`src/rtl/c432_interrupt_controller.sv`:
```
`default_nettype none
// ============================================================================
// Module   : c432_interrupt_controller
// Brief    : Registered 27-channel priority interrupt controller (ISCAS-85
//            c432 function). Bus A beats B beats C; lowest channel wins.
//            Optional macro C432_INPUT_REG_EN adds an input register stage.
// Revision : 1.0 - initial release
// ============================================================================
module c432_interrupt_controller (
    input  logic clk,
    input  logic rst,
    input  logic in1,  input  logic in2,  input  logic in3,
    input  logic in4,  input  logic in5,  input  logic in6,
    input  logic in7,  input  logic in8,  input  logic in9,
    input  logic in10, input  logic in11, input  logic in12,
    input  logic in13, input  logic in14, input  logic in15,
    input  logic in16, input  logic in17, input  logic in18,
    input  logic in19, input  logic in20, input  logic in21,
    input  logic in22, input  logic in23, input  logic in24,
    input  logic in25, input  logic in26, input  logic in27,
    input  logic in28, input  logic in29, input  logic in30,
    input  logic in31, input  logic in32, input  logic in33,
    input  logic in34, input  logic in35, input  logic in36,
    output logic out1,
    output logic out2,
    output logic out3,
    output logic out4,
    output logic out5,
    output logic out6,
    output logic out7
);

    logic [8:0] w_e_in, w_a_in, w_b_in, w_c_in;
    logic [8:0] w_e, w_a, w_b, w_c;

    assign w_e_in = {in9,  in8,  in7,  in6,  in5,  in4,  in3,  in2,  in1};
    assign w_a_in = {in18, in17, in16, in15, in14, in13, in12, in11, in10};
    assign w_b_in = {in27, in26, in25, in24, in23, in22, in21, in20, in19};
    assign w_c_in = {in36, in35, in34, in33, in32, in31, in30, in29, in28};

`ifdef C432_INPUT_REG_EN
    logic [8:0] r_e, r_a, r_b, r_c;

    always_ff @(posedge clk or posedge rst) begin
        if (rst) begin
            r_e <= '0;
            r_a <= '0;
            r_b <= '0;
            r_c <= '0;
        end else begin
            r_e <= w_e_in;
            r_a <= w_a_in;
            r_b <= w_b_in;
            r_c <= w_c_in;
        end
    end

    assign w_e = r_e;
    assign w_a = r_a;
    assign w_b = r_b;
    assign w_c = r_c;
`else
    assign w_e = w_e_in;
    assign w_a = w_a_in;
    assign w_b = w_b_in;
    assign w_c = w_c_in;
`endif

    logic [8:0] w_a_eff, w_b_eff, w_c_eff, w_sel;
    logic       w_pa, w_pb, w_pc;
    logic [3:0] w_chan;

    assign w_a_eff = w_a & w_e;
    assign w_b_eff = w_b & w_e;
    assign w_c_eff = w_c & w_e;

    // With no request at all w_sel is zero, so the channel falls back to 0.
    always_comb begin
        w_pa   = |w_a_eff;
        w_pb   = ~w_pa & (|w_b_eff);
        w_pc   = ~w_pa & ~w_pb & (|w_c_eff);
        w_sel  = w_pa ? w_a_eff : (w_pb ? w_b_eff : w_c_eff);
        w_chan = 4'd0;
        for (int i = 8; i >= 0; i--) begin
            if (w_sel[i]) begin
                w_chan = 4'(i);
            end
        end
    end

    logic       r_pa, r_pb, r_pc;
    logic [3:0] r_chan;

    always_ff @(posedge clk or posedge rst) begin
        if (rst) begin
            r_pa   <= 1'b0;
            r_pb   <= 1'b0;
            r_pc   <= 1'b0;
            r_chan <= 4'd0;
        end else begin
            r_pa   <= w_pa;
            r_pb   <= w_pb;
            r_pc   <= w_pc;
            r_chan <= w_chan;
        end
    end

    assign out1 = r_pa;
    assign out2 = r_pb;
    assign out3 = r_pc;
    assign out4 = r_chan[3];
    assign out5 = r_chan[2];
    assign out6 = r_chan[1];
    assign out7 = r_chan[0];

endmodule
`default_nettype wire

```
`config.mk`:
```
export PLATFORM = sky130hd
export DESIGN_NAME = c432_interrupt_controller
export DESIGN_NICKNAME = d
export VERILOG_FILES = /design/src/rtl/c432_interrupt_controller.sv
export SDC_FILE = /design/constraint.sdc
export NUM_CORES = 1
export LEC_CHECK = 0
export ABC_AREA = 1
export CAP_MARGIN = 20
export CORE_MARGIN = 2
export CORE_UTILIZATION = 32
export DETAILED_ROUTE_END_ITERATION = 10
export DONT_BUFFER_PORTS = 1
export GPL_ROUTABILITY_DRIVEN = 1
export SLEW_MARGIN = 0
export SYNTH_ARGS = -nofsm -noshare
export SYNTH_HDL_FRONTEND = slang
export SYNTH_SLANG_ARGS = --single-unit
```
`constraint.sdc`:
```
create_clock -name clk -period 0.8 [get_ports clk]
set_input_delay 0.16 -clock clk [delete_from_list [all_inputs] [get_ports clk]]
set_output_delay 0.16 -clock clk [all_outputs]
set_load 0.03 [all_outputs]
```
# Yosys cells after proc, flatten, opt, wreduce, memory -nomap -nowiden
# Cells that the tools add are included.
dict set report word_totals {
  output_inout_bits 7
  ff_bits 7
  word_cells 26
}
dict set report classes {
  mux 11
  bitwise_logic 8
  n_reduce_logical 3
}
# operator n
set ops {}
lappend ops {{two-way mux 4 bit} 9}
lappend ops {{AND 9 bit} 3}
lappend ops {{OR reduction 9 bit} 3}
lappend ops {{two-way mux 9 bit} 2}
lappend ops {{AND 1 bit} 3}
lappend ops {{NOT 1 bit} 2}

# Longest topological paths before layout
# Gate-level depths: netlist of run 1.
dict set report logic_depth {
  depth_word 15
  mapped_depth 14
  depth_no_buf 14
}

# Worst setup path after synthesis of run 1
# No wires, ideal clock.
dict set report synth_path {
  path_kind {input to register}
  start {in in7}
  end {reg r_chan[2]}
  n_path_buf 0
  stages 11
  required_ps 682
  setup_slack_ps -474
  arrival_ps 1156
  cell_sequence {nand2_1 nand2_1 nor2_2 nand2_1 nor2_4 nand2_2 o21ai_0 a31oi_1 and2_1 nand2_1 nor2_1}
}
dict set report synth_between {
  elab_chain_cells 14
  elab_cells_between_ends 17
  cone_classes {mux (10); bitwise (5); reduce/logical (2)}
}
# element line_no
set synth_rtl {}
lappend synth_rtl {{from (decl)} 14} ;# input logic in7, input logic in8, input logic in9,
lappend synth_rtl {{AND 9 bit} 73} ;# assign w_a_eff = w_a & w_e;
lappend synth_rtl {{OR reduction 9 bit} 79} ;# w_pa = |w_a_eff;
lappend synth_rtl {{NOT 1 bit} 80} ;# w_pb = ~w_pa & (|w_b_eff);
lappend synth_rtl {{AND 1 bit} 80}
lappend synth_rtl {{two-way mux 9 bit} 82} ;# w_sel = w_pa ? w_a_eff : (w_pb ? w_b_eff : w_c_eff);
lappend synth_rtl {{two-way mux 9 bit (*)} 82}
lappend synth_rtl {{two-way mux 4 bit (7 in a row)} 85} ;# if (w_sel[i]) begin
lappend synth_rtl {{two-way mux 4 bit (*)} 85}
lappend synth_rtl {{named net w_chan[2]} 71} ;# logic [3:0] w_chan;
lappend synth_rtl {{to (signal assigned)} 104} ;# r_chan <= w_chan;
lappend synth_rtl {{to (decl)} 92} ;# logic [3:0] r_chan;
# The timed path passes the listed nets; every way through them passes the cells marked *.

# Final worst setup path of run 1
dict set report layout_path {
  start {in in25}
  end {reg r_chan[1]}
}
dict set report layout_between {
  elab_chain_cells 13
}
# element line_no
set layout_rtl {}
lappend layout_rtl {{from (decl)} 20} ;# input logic in25, input logic in26, input logic in27,
lappend layout_rtl {{AND 9 bit (*)} 74} ;# assign w_b_eff = w_b & w_e;
lappend layout_rtl {{OR reduction 9 bit} 80}
lappend layout_rtl {{AND 1 bit} 80}
lappend layout_rtl {{two-way mux 9 bit (*) (2 in a row)} 82}
lappend layout_rtl {{two-way mux 4 bit (7 in a row)} 85}
lappend layout_rtl {{two-way mux 4 bit (*)} 85}
lappend layout_rtl {{named net w_chan[1]} 71}
# Marks and branches as above.

==> results of run 1 <==
==> cells by family (layout without fill, tap and decap cells) <==
kind of cell / count (synthesis) / count (layout) / synth area share, %
DFF: 7 / 7 / 26.3
and+or+nand+nor: 86 / 86 / 59.1
AOI/OAI and AO/OA: 11 / 11 / 10.7
buffers and inverters: 7 / 36 / 3.94
==> metrics by stage <==
step / worst slack [ns] / instance area (µm²) / util, %
2_1_floorplan: -0.459 / 781 / -
3_3_place_gp: -0.622 / 965 / 49.2
3_5_place_dp: -0.643 / 965 / 49.2
4_1_cts: -0.303 / 1170 / 59.5
5_1_grt: -0.473 / 1210 / 61.9
6_report: -0.389 / 1210 / 61.9
==> what timing repair did <==
| action | CTS | global route |
|---|---|---|
| endpoints found under the setup margin | 12 | 13 |
| gates resized for setup | 37 | 7 |
| hold endpoints to repair | 7 | 0 |
| setup buffers | 1 | 3 |
| pin swaps | 30 | 12 |
| hold buffers | 1 | 0 |
==> layer usage <==
layer	routed length [µm]	track usage [%]	vias up
li1	-	-	411
met1	818	22.6	370
met2	1210	36.0	26
met3	85	1.21	2
met4	15	6.02	0
met5	0	0	-
==> area by class of cell <==
cell class	instances	share of cell area [%]
clock buffer	4	2.16
multi-input combinational	97	62.5
sequential	7	14.7
inverter	7	2.16
timing repair buffer	25	15.7
tap	27	2.78
==> flip-flops by register name, summed over array words and instances, names as in the netlist <==
register,flops
out1,1
out2,1
out3,1
r_chan,4
==> cell usage after synthesis, types with 2 or more instances <==
cell type	n
nand4_1	2
nand3_2	2
nor2_4	2
a31oi_1	2
dfrtp_1	7
inv_1	7
nand2_1	50
nand2_2	5
nor2_1	15
nand3_1	3
o21ai_0	4
nor2_2	4
==> worst max-delay path, cell delays in order <==
cell and delay (ns):
nand2_2 0.06, nand2_2 0.07, nor2_4 0.14, nand3_4 0.13, nand2_4 0.13, o21ai_1 0.07
a31oi_1 0.22, and2_4 0.19, buf_4 0.10, a21boi_2 0.04
==> worst min path at each step <==
stage                     slack, ns  startpoint             endpoint
after floorplan               -0.04         rst       out1$_DFF_PP0_
after global placement        -0.02         rst  r_chan[0]$_DFF_PP0_
after detailed placement      -0.01         rst  r_chan[1]$_DFF_PP0_
after CTS                      0.14        in18  r_chan[3]$_DFF_PP0_
after global routing           0.14         in3       out3$_DFF_PP0_
final                          0.14        in18  r_chan[3]$_DFF_PP0_
==> placed cells by master (no fill, tap or decap) <==
cell type / n
a31oi_2: 1
a21oi_2: 2
o21ai_2: 2
nand2_4: 10
a31oi_1: 1
nor2_4: 8
buf_4: 24
nand2_1: 23
clkbuf_4: 3
o21ai_0: 1
nor3_2: 1
nand2_2: 16
o21ai_1: 2
nand4_1: 2
nand3_2: 2
a21boi_2: 1
nor2_2: 7
nand3b_1: 1
and2_4: 1
nor2_1: 6
dfrtp_2: 3
nand2_8: 6
inv_2: 1
dlygate4sd3_1: 1
nand3_4: 1
dfrtp_1: 4
nand3_1: 2
a41oi_2: 1
inv_1: 6
clkbuf_1: 1
==> where the power goes <==
group	internal [mW]	leakage, nW	switching (mW)	total [mW]
clock network	0.189	0.0150	0.114	0.303
logic	0.243	0.461	0.242	0.485
registers	0.382	0.0856	0.0605	0.443
total	0.814	0.561	0.416	1.23
==> flow_summary.toml, run 1 <==
[run_status]
outcome = "complete, but fails checks"
violations = "setup timing"

[global_route]
antenna_found_initial = 0
grt_pass1_vias = 884
grt_pass1_wl_um = 3660
grt-ovfl-total = 0
grt_start_max_net_pins = 8
grt.total_usage_pct = 19.1

[floorplan]
start_util_pct = 34.0
fp.dieW_um = 49.7
ios = 45
core_area_um2 = 1960
die_y_um = 49.7
dieArea_um2 = 2470
row_count = 16

[routing]
antenna_left = 0
num_vias = 809
routed_via_density = 4.84
wl_per_cell_um = 12.7
drt-initial-drc-count = 9
wirelength_um = 2120
firstDrtPassIters = 4
drc = 0

[timing]
min_period_ns = 1.19
grt_setup_unrepaired = "yes"
report.final.setup_viol = 12
fin_ws_ns = -0.389
period_share_pct = 149
finalMaxSlewViolations = 0
max_slew_margin_pct = 81.6
final-hold-violation-count = 0
tightestPinTransition_ns = 0.275
fmax_ghz = 0.841
fin_hold_ws_ns = 0.143
tns_ns = -2.06

[pwr]
vdd_ir_drop_max_uv = 534
p_per_area_nw_per_um2 = 1010
power_mw = 1.23
p_leak_nw = 0.561

[synth]
synth_area_um2 = 667
yosysTopAreaCell = "nand2_1"
yosysWarnings = 0
async_flop_share_pct = 100
synth_fp_nets = 149
synth_cell_types = 20
synth_cells = 111
synthFlopType = "dfrtp_1"
ys_ff_latch = 7
seq_area_frac_synth_pct = 26.3
synth_area_leaders = "nand2_1 28%, dfrtp_1 26%, nor2_1 8.4%, nand2_2 4.7%, inv_1 3.9%"
synth_top_area_share_pct = 28.1
postSynthAreaPerCell_um2 = 6.01
synth_edf_count = 0

[worst_setup_path]
crit_path_end_kind = "flip-flop"
start_kind = "input port"
endpoint = "r_chan[1]$_DFF_PP0_"
critPathArrivalTime_ns = 1.32
crit_type = "in -> reg"
required_ns = 0.93
path_max_fanout = 5
crit_path_start = "in25"

[clock_tree]
clock_path_buffers = 2
htreeDepth = 1
cts.sinks = 7
cts_tree = "yes"
path_clk_slew_ns = 0.05
clockRootBuffer = "clkbuf_4"
cts_inserted_buffers = 3

[layout]
n_fill_cell = 194
layout-drive-gt1-share_pct = 64.3
multiInputGateArea_um2 = 758
fin_cells = 167
seq_area_um2 = 179
syn2layout_area_growth_pct = 82.0
nNetsFinal = 179
n_antenna_cell = 0

[place]
dpl.hpwl_um = 1680
routabilityCongestion = 0.848
port_buffers = 0
dp.cells = 158

[run]
maxCapViolCount = 0

[worst_hold_path]
hold_depth = 4
min_path_type = "in -> reg"
Note: power is estimated with default switching activity, not from simulation.
==> run 2, diff against run 1 <==
--- a/config.mk
+++ b/config.mk
@@ -9,9 +9,11 @@
 export CAP_MARGIN = 20
 export CORE_MARGIN = 2
 export CORE_UTILIZATION = 32
+export CTS_CLUSTER_DIAMETER = 200
 export DETAILED_ROUTE_END_ITERATION = 10
 export DONT_BUFFER_PORTS = 1
 export GPL_ROUTABILITY_DRIVEN = 1
+export REMOVE_ABC_BUFFERS = 1
 export SLEW_MARGIN = 0
 export SYNTH_ARGS = -nofsm -noshare
 export SYNTH_HDL_FRONTEND = slang
==> flow_summary.toml, run 2 (same netlist as run 1, synthesis figures left out) <==
[run_status]
outcome = "complete, but fails checks"
violations = "setup timing"

[place]
place_ws_ns = -0.703
port_buffers = 0
routabilityCongestion = 0.839
dpl.hpwl_um = 1640

[routing]
antenna_left = 0
wl_per_cell_um = 14.4
routed_via_density = 5.17
wirelength_um = 2510
num_vias = 900
firstDrtPassIters = 6
drc = 0
drt-initial-drc-count = 17

[clock_tree]
clock_path_buffers = 2
path_clk_slew_ns = 0.05
htreeDepth = 1
cts.sinks = 7
cts_tree = "yes"
clockRootBuffer = "clkbuf_4"
cts_inserted_buffers = 3

[timing]
grt_setup_unrepaired = "yes"
finalMaxSlewViolations = 0
fin_ws_ns = -0.404
report.final.setup_viol = 12
max_slew_margin_pct = 81.4
min_period_ns = 1.20
tightestPinTransition_ns = 0.279
period_share_pct = 150
fmax_ghz = 0.831
final-hold-violation-count = 0

[worst_setup_path]
path_max_fanout = 5
endpoint = "r_chan[1]$_DFF_PP0_"
crit_path_start = "in22"
start_kind = "input port"
critPathArrivalTime_ns = 1.38
crit_type = "in -> reg"
crit_path_end_kind = "flip-flop"
required_ns = 0.97

[global_route]
grt_pass1_wl_um = 3560
grt_start_max_net_pins = 8
grt-ovfl-total = 0
antenna_found_initial = 0
grt_pass1_vias = 869
grt.total_usage_pct = 19.2

[floorplan]
start_util_pct = 34.0
core_area_um2 = 1960
ios = 45
row_count = 16
dieArea_um2 = 2470
fp.dieW_um = 49.7
die_y_um = 49.7

[layout]
final_cell_mix = "30 x buf_4, 24 x nand2_1, 16 x nand2_4"
n_fill_cell = 159
mostFrequentLayoutCell = "buf_4"
syn2layout_area_growth_pct = 105
nNetsFinal = 186
n_antenna_cell = 0
final_util_pct = 69.6
layout-drive-gt1-share_pct = 69.4
multiInputGateArea_um2 = 851
regMostFlops = "r_chan"
largest_register_ffs = 4
seq_area_um2 = 180

[pwr]
p_per_area_nw_per_um2 = 951
vdd_ir_drop_max_uv = 591
p_leak_nw = 0.629

[run]
maxCapViolCount = 0

[worst_hold_path]
min_path_type = "in -> reg"
min_from = "in3"
run 2: worst min-delay path by stage:
stage | end | slack, ns | cells past startpoint
2_1_floorplan | out1$_DFF_PP0_ | -0.04 | 1
3_3_place_gp | r_chan[0]$_DFF_PP0_ | -0.02 | 1
3_5_place_dp | r_chan[0]$_DFF_PP0_ | -0.01 | 1
4_1_cts | out3$_DFF_PP0_ | 0.1 | 2
5_1_grt | out3$_DFF_PP0_ | 0.14 | 2
6_report | r_chan[0]$_DFF_PP0_ | 0.15 | 3
run 2: through the flow:
step,setup TNS [ns],cells,power (mW),cell area [µm²],hold slack [ns]
2_1_floorplan,-1.95,111,0.651,667,-0.0366
5_1_grt,-2.85,174,1.39,1370,0.137
6_report,-2.35,174,1.30,1370,0.152
3_5_place_dp,-3.55,159,0.779,858,-0.0133
4_1_cts,-1.92,168,1.21,1140,0.0995
3_3_place_gp,-3.55,159,0.769,858,-0.0180
run 2: area by class of cell:
class | count | area share, %
Sequential cell | 7 | 13.2
Inverter | 7 | 2.11
Clock buffer | 4 | 1.92
Tap cell | 27 | 2.47
Timing Repair Buffer | 32 | 18.0
Multi-Input combinational cell | 97 | 62.3
run 2: where the power goes:
group | switching [mW] | leakage, nW | total (mW) | internal (mW)
combinational | 0.279 | 0.531 | 0.549 | 0.270
sequential | 0.0611 | 0.0828 | 0.443 | 0.382
clock | 0.117 | 0.0150 | 0.306 | 0.189
run 2: critical path, stage by stage:
cell	delay (ns)
nand2_4	0.07
nand2_4	0.06
nor2_4	0.14
nand3_4	0.14
nand2_4	0.16
nor2_4	0.06
nor3_4	0.21
inv_1	0.07
nor2_2	0.14
a21boi_2	0.17
run 2: per-layer routing:
| layer | wire (µm) | share of wire, % | track usage (%) |
|---|---|---|---|
| met5 | 0 | 0 | 0 |
| met4 | 96 | 3.8 | 13.4 |
| met3 | 160 | 6.4 | 4.55 |
| met2 | 1330 | 53 | 33.3 |
| met1 | 924 | 37 | 20.1 |
run 2: what timing repair did:
action                                  CTS  global route
hold buffers                              1             0
pin swaps                                27            32
gates resized for setup                  59            40
endpoints found under the setup margin   12            13
endpoints found under the hold margin     7             0
setup buffers                             4             6
